<file path="src/rtl/img_buffer_pkg.sv">
`default_nettype none
// ============================================================================
//  Module      : img_buffer_pkg
//  Description : Shared pixel type, pixel width and window fill-depth helper
//                for the sliding-window image buffer.
//  Revision    : 1.0 - initial release
// ============================================================================
package img_buffer_pkg;

   // Every pixel in the stream is an 8-bit unsigned value.
   localparam int c_PIX_W = 8;

   typedef logic [c_PIX_W-1:0] pixel_t;

   // Number of accepted pixels needed before the oldest window element
   // (top-left) holds real data: FILT_WIDTH-1 full lines plus one window row.
   function automatic int calc_fill(input int width, input int filt_width);
      return (filt_width - 1) * width + filt_width;
   endfunction

endpackage : img_buffer_pkg
`default_nettype wire

</file>
<file path="src/rtl/img_line_delay.sv">
`default_nettype none
// ============================================================================
//  Module      : img_line_delay
//  Description : Enable-gated fixed-depth pixel delay line. Carries pixels
//                leaving the left edge of one window row to the right edge of
//                the row above, so the two rows end up one image line apart.
//  Revision    : 1.0 - initial release
// ============================================================================
module img_line_delay
   import img_buffer_pkg::*;
#(
   parameter int DEPTH = 1
)(
   input  logic   clk,
   input  logic   i_en,
   input  pixel_t i_data,
   output pixel_t o_data
);

   generate
      if (DEPTH == 0) begin : g_pass
         // Window as wide as the line: rows abut directly, no storage needed.
         assign o_data = i_data;
      end else begin : g_store
         pixel_t r_sr [DEPTH];

         // Shift one stage per accepted pixel; contents are never cleared
         // because the fill counter upstream keeps stale data from being used.
         always_ff @(posedge clk) begin
            if (i_en) begin
               r_sr[0] <= i_data;
               for (int i = 1; i < DEPTH; i++) begin
                  r_sr[i] <= r_sr[i-1];
               end
            end
         end

         assign o_data = r_sr[DEPTH-1];
      end
   endgenerate

endmodule : img_line_delay
`default_nettype wire

</file>
<file path="src/rtl/img_buffer.sv">
`default_nettype none
// ============================================================================
//  Module      : img_buffer
//  Description : Sliding FILT_WIDTH x FILT_WIDTH window over a raster pixel
//                stream. Window shift registers are chained through line
//                delays; the registered output window and its valid flag
//                update on the same edge that accepts each pixel.
//  Revision    : 1.0 - initial release
// ============================================================================
module img_buffer
   import img_buffer_pkg::*;
#(
   parameter int WIDTH      = 256,
   parameter int HIGHT      = 256,
   parameter int FILT_WIDTH = 3,
   parameter     IMGFILE    = "Lena.mem"
)(
   input  logic                                      clk,
   input  logic                                      rst,
   input  logic                                      enable,
   input  logic [c_PIX_W-1:0]                        dataIn,
   output logic [FILT_WIDTH*FILT_WIDTH*c_PIX_W-1:0]  FilterBuffer,
   output logic                                      FilterFlag
);

   localparam int c_TAPS     = FILT_WIDTH * FILT_WIDTH;
   localparam int c_FILL     = calc_fill(WIDTH, FILT_WIDTH);
   localparam int c_CNT_W    = $clog2(c_FILL + 1);
   localparam int c_DL_DEPTH = WIDTH - FILT_WIDTH;

   localparam logic [c_CNT_W-1:0] c_FILL_CNT = c_FILL[c_CNT_W-1:0];

   // Elaboration-time sanity check of the parameter set. HIGHT and IMGFILE
   // carry no function; they are only checked for plausibility here.
   generate
      if (FILT_WIDTH < 3 || (FILT_WIDTH % 2) == 0 || FILT_WIDTH > WIDTH ||
          HIGHT < 1 || $bits(IMGFILE) == 0) begin : g_bad_params
         $error("img_buffer: illegal parameter combination");
      end
   endgenerate

   // Window element k = r*FILT_WIDTH + c; row FILT_WIDTH-1 is the newest line,
   // column FILT_WIDTH-1 the newest pixel within a row.
   pixel_t                        r_win     [c_TAPS];
   pixel_t                        w_shift   [c_TAPS];
   pixel_t                        w_row_in  [FILT_WIDTH];
   logic [c_TAPS*c_PIX_W-1:0]     w_shift_flat;

   logic [c_CNT_W-1:0]            r_cnt;
   logic [c_CNT_W-1:0]            w_cnt_nxt;
   logic                          w_accept;
   logic                          w_full;

   // Reset outranks enable: a pixel presented during reset is not accepted,
   // which also keeps the line delays aligned with the window rows.
   assign w_accept = rst & enable;

   // Counter saturates at FILL so the stream is treated as continuous.
   assign w_cnt_nxt = (r_cnt == c_FILL_CNT) ? r_cnt : r_cnt + c_CNT_W'(1);
   assign w_full    = (w_cnt_nxt == c_FILL_CNT);

   // The bottom row takes pixels straight from the input.
   assign w_row_in[FILT_WIDTH-1] = dataIn;

   // Each upper row is fed by the left-most pixel of the row below, delayed
   // so that vertically adjacent elements are exactly WIDTH pixels apart.
   generate
      for (genvar r = 0; r < FILT_WIDTH - 1; r++) begin : g_line
         img_line_delay #(
            .DEPTH (c_DL_DEPTH)
         ) u_line_delay (
            .clk    (clk),
            .i_en   (w_accept),
            .i_data (r_win[(r + 1) * FILT_WIDTH]),
            .o_data (w_row_in[r])
         );
      end
   endgenerate

   // Next-state window: every row shifts one place left, new pixel enters
   // on the right.
   generate
      for (genvar r = 0; r < FILT_WIDTH; r++) begin : g_row
         for (genvar c = 0; c < FILT_WIDTH; c++) begin : g_col
            if (c == FILT_WIDTH - 1) begin : g_edge
               assign w_shift[r*FILT_WIDTH + c] = w_row_in[r];
            end else begin : g_inner
               assign w_shift[r*FILT_WIDTH + c] = r_win[r*FILT_WIDTH + c + 1];
            end
            assign w_shift_flat[(r*FILT_WIDTH + c)*c_PIX_W +: c_PIX_W] =
               w_shift[r*FILT_WIDTH + c];
         end
      end
   endgenerate

   // Internal window shift registers advance only on accepted pixels; they
   // need no reset because the output only exposes them once fully refilled.
   always_ff @(posedge clk) begin
      if (w_accept) begin
         r_win <= w_shift;
      end
   end

   // Fill counter plus registered output window and valid flag.
   always_ff @(posedge clk) begin
      if (!rst) begin
         r_cnt        <= '0;
         FilterFlag   <= 1'b0;
         FilterBuffer <= '0;
      end else if (enable) begin
         r_cnt      <= w_cnt_nxt;
         FilterFlag <= w_full;
         if (w_full) begin
            FilterBuffer <= w_shift_flat;
         end
      end else begin
         FilterFlag <= 1'b0;
      end
   end

endmodule : img_buffer
`default_nettype wire

</file>
<file path="config.mk">
export PLATFORM = sky130hd
export DESIGN_NAME = img_buffer
export DESIGN_NICKNAME = d
export VERILOG_FILES = /design/src/rtl/img_buffer_pkg.sv /design/src/rtl/img_line_delay.sv /design/src/rtl/img_buffer.sv
export SDC_FILE = /design/constraint.sdc
export NUM_CORES = 2
export LEC_CHECK = 0
export BUFFER_PORTS_ARGS = -buffer_cell sky130_fd_sc_hd__buf_2
export CAP_MARGIN = 10
export CORE_UTILIZATION = 55
export CTS_BUF_LIST = sky130_fd_sc_hd__clkbuf_4 sky130_fd_sc_hd__clkbuf_8
export DETAILED_ROUTE_END_ITERATION = 6
export PLACE_DENSITY_LB_ADDON = 0.15
export SYNTH_ARGS = -nofsm -noshare
export SYNTH_HDL_FRONTEND = slang
export SYNTH_SLANG_ARGS = --single-unit
</file>
<file path="constraint.sdc">
create_clock -name clk -period 253.5 [get_ports clk]
set_input_delay 12.675 -clock clk [delete_from_list [all_inputs] [get_ports clk]]
set_output_delay 12.675 -clock clk [all_outputs]
set_load 0.01 [all_outputs]
</file>
==> metrics <==
Ports 84; pre-CTS setup slack 234.63 ns; setup tns final 0 ns; P_int 1.08 mW; Pins Over Slew Limit 0; Clock Sinks between 4000 and 5000; core area 228000 um2; drt pass-1 iters 5; Tmin final 17.63 ns; most used cell, CP buf_4; post-CTS setup buffers 0; vias in the first global route 43204; reg2reg path depth 7; number of vias per cell 5.02; Die Height 482 um; Worst-Margin Slew 1.19 ns; design area 144000 um2; Syn Area/Cell 28.1 um2; FILL cells roughly 15000; required time worst endpoint 254.13 ns; biggest area consumer among synthesized cells edfxtp_1; initial antenna violation count 9; Inserted Clock Buffers 645; die footprint around 230000 um2; CP max stage delay 1.00 ns; initial core utilization 55.6%; share of power burned in registers between 50% and 60%; number of port buffers 83; Total Power 1.34 mW; Post-Synthesis Cell Area between 100000 and 150000 um2; P&R area growth vs syn 13.1%; asr flop ratio synth 0%; max cap viols 0; largest net degree at the start of global routing ~210; worst r2r src r_cnt[0]; slowest CP cell buf_4; sequential share of the synthesized area between 90% and 100%; clock transition time at the flip-flop clock pins of the worst setup and hold paths ~0.060 ns; ANT nets after route 0; Tot GR Track Use 13.9%; synth warn 0; net switching power 0.261 mW; clock network power share around two fifths; Final HPWL DP 68900 um; Arr. time, crit path 18.26 ns; RSZ-0062 raised after global routing false; Synth top area share 97.3%; Root Driver clkbuf_8; worst skew pair latency approximately 1.1 ns; TritonCTS clock tree built; hold_buf cts 0; Comb pwr share 1.1%; fmax 0.0567 GHz; Post-DP Area roughly 130000 um2; Post-synth EDFFs 4112; R2R Setup Slk 250.18 ns; first-pass GRT wire length 250000 um; critical path class input port to flop; Sw Share 19.5%; post-synth cell types 37; final net count 5266; synthesized netlist cell count between 4000 and 5000; Power Density 9.33 nW/um2; hold endpoint g_line[0].u_line_delay.g_store.r_sr[1][341]; post-DR wirelength/cell roughly 18 um; final hold violation count 0; worst hold path stage count 0; Non-Filler Instances 8738; worst r2r dst FilterBuffer[8]; Final period util 6.96%; Placer Congestion 0.709; final setup vio count 0; GRT overflow 0; Synth area leaders edfxtp_1 (97%), dfxtp_1 (1.3%), nand3_1 (0.30%); die width 482 um; post-cts sizing count 0; Hold Path Origin g_line[0].u_line_delay.g_store.r_sr[1][333]; status complete, no violations; Setup WS post-layout 235.87 ns; maximum VDD drop 0.00561 mV; critical path fanouts, max 99; Leak 46.7 nW; DR vias 43838; H-tree lvl count 6; drt initial violations roughly 4300; Slew HR between 20% and 30%; Post-Syn Nets 4527; CP Cell Sequence buf_2 > inv_1 > nor2_4 > buf_4 > buf_4 > buf_4 > buf_4 > buf_4 > buf_4; hold crit path type flop to flop; share of layout cells above drive strength 1 about a fifth; Cells after DPL 7616; #FFs+latches synth 4195; Residual DRC 0; final wirelength 159000 um; CTS max path bufs 4; Final Skew 0.0490 ns; CP startpoint kind input port; CP Capture Type flop; Row Count 175; Main synth FF type edfxtp_1
flip-flops by register name, summed over array words and instances, names as in the netlist:
signal and count:
FilterFlag 1, FilterBuffer 72, r_cnt 10, r_win 64
g_line.u_line_delay.g_store.r_sr 4048
cells in the final DEF (no fill, tap or decap), types with 4 or more instances in the layout:
cell type and n:
edfxtp_1 4112, clkbuf_8 667, clkbuf_4 211, clkinv_1 151, dfxtp_1 83, buf_2 83, nand3_1 76, a21oi_1 75
o21ai_0 74, clkinv_2 49, buf_4 41, clkinvlp_4 14, bufinv_16 13, nor2_1 10, diode_2 7, inv_6 7
buf_12 7, nand2_1 6, inv_1 4, xor2_1 4
kinds of logic (layout without fill, tap and decap cells):
kind of cell	Yosys count	in the layout	synth area share, %
flip-flops	4195	4195	98.6
AO/OA/AOI/OAI	159	159	0.683
AND/OR/NAND/NOR	109	109	0.456
buffers and inverters	44	1251	0.176
XOR/XNOR	6	6	0.0414
adder cells (fa/ha/maj)	1	1	0.00986
multiplexers	1	1	0.00789
other	0	7	0
routing by layer:
layer | global-route usage [%] | share of wire, %
met3 | 3.65 | 5.5
met2 | 17.0 | 41
met4 | 6.06 | 2.8
met1 | 23.3 | 51
met5 | 0 | 0
worst max-delay path, delay by kind of cell:
family | cells | cell delay, ns
buffers and inverters | 8 | 5.20
AND/OR/NAND/NOR | 1 | 0.15
Yosys cell counts, types with 4 or more instances:
| library cell | count |
|---|---|
| a21oi_1 | 75 |
| buf_2 | 9 |
| edfxtp_1 | 4112 |
| clkbuf_1 | 9 |
| clkbuf_2 | 13 |
| xor2_1 | 4 |
| dfxtp_1 | 83 |
| buf_4 | 8 |
| nand2_1 | 6 |
| nor2_1 | 11 |
| inv_1 | 5 |
| nand3_1 | 76 |
| o21ai_0 | 74 |
final cells by class:
type | count | area [um2] | area share, %
inverter | 5 | 21.3 | 0.0148
multi-input combinational | 276 | 1550 | 1.08
clock inverter | 237 | 1410 | 0.981
sequential | 4195 | 125000 | 87.2
clock buffer | 878 | 10800 | 7.50
tap | 3009 | 3760 | 2.62
timing repair buffer | 131 | 863 | 0.602
antenna | 7 | 17.5 | 0.0122
per-stage QoR:
step | hold slack (ns) | utilization [%]
after floorplan | 0.400 | -
after global placement | 0.400 | 57.5
after detailed placement | 0.405 | 57.5
after CTS | 0.376 | 62.8
after global routing | 0.397 | 62.8
final | 0.387 | 62.8
power by group through the flow:
stage	clock network, mW	logic [mW]	registers (mW)
3_3_place_gp	0	0.0148	0.811
2_1_floorplan	0	0.0103	1.00
3_5_place_dp	0	0.0155	0.811
6_report	0.527	0.0149	0.797
5_1_grt	0.579	0.0165	0.799
4_1_cts	0.550	0.0153	0.798
worst max path at each step:
stage / from / to / slack (ns) / cells past startpoint
CTS: enable / g_line[0].u_line_delay.g_store.r_sr[1][196] / 235.88 / 9
global route: enable / g_line[0].u_line_delay.g_store.r_sr[1][196] / 235.42 / 9
detailed placement: enable / g_line[0].u_line_delay.g_store.r_sr[1][148] / 234.63 / 9
global placement: enable / g_line[0].u_line_delay.g_store.r_sr[1][12] / 234.86 / 9
finish: enable / g_line[0].u_line_delay.g_store.r_sr[1][196] / 235.87 / 9
floorplan: rst / g_line[0].u_line_delay.g_store.r_sr[0][0] / 62.02 / 3
Power figures use the tool's default switching activity.
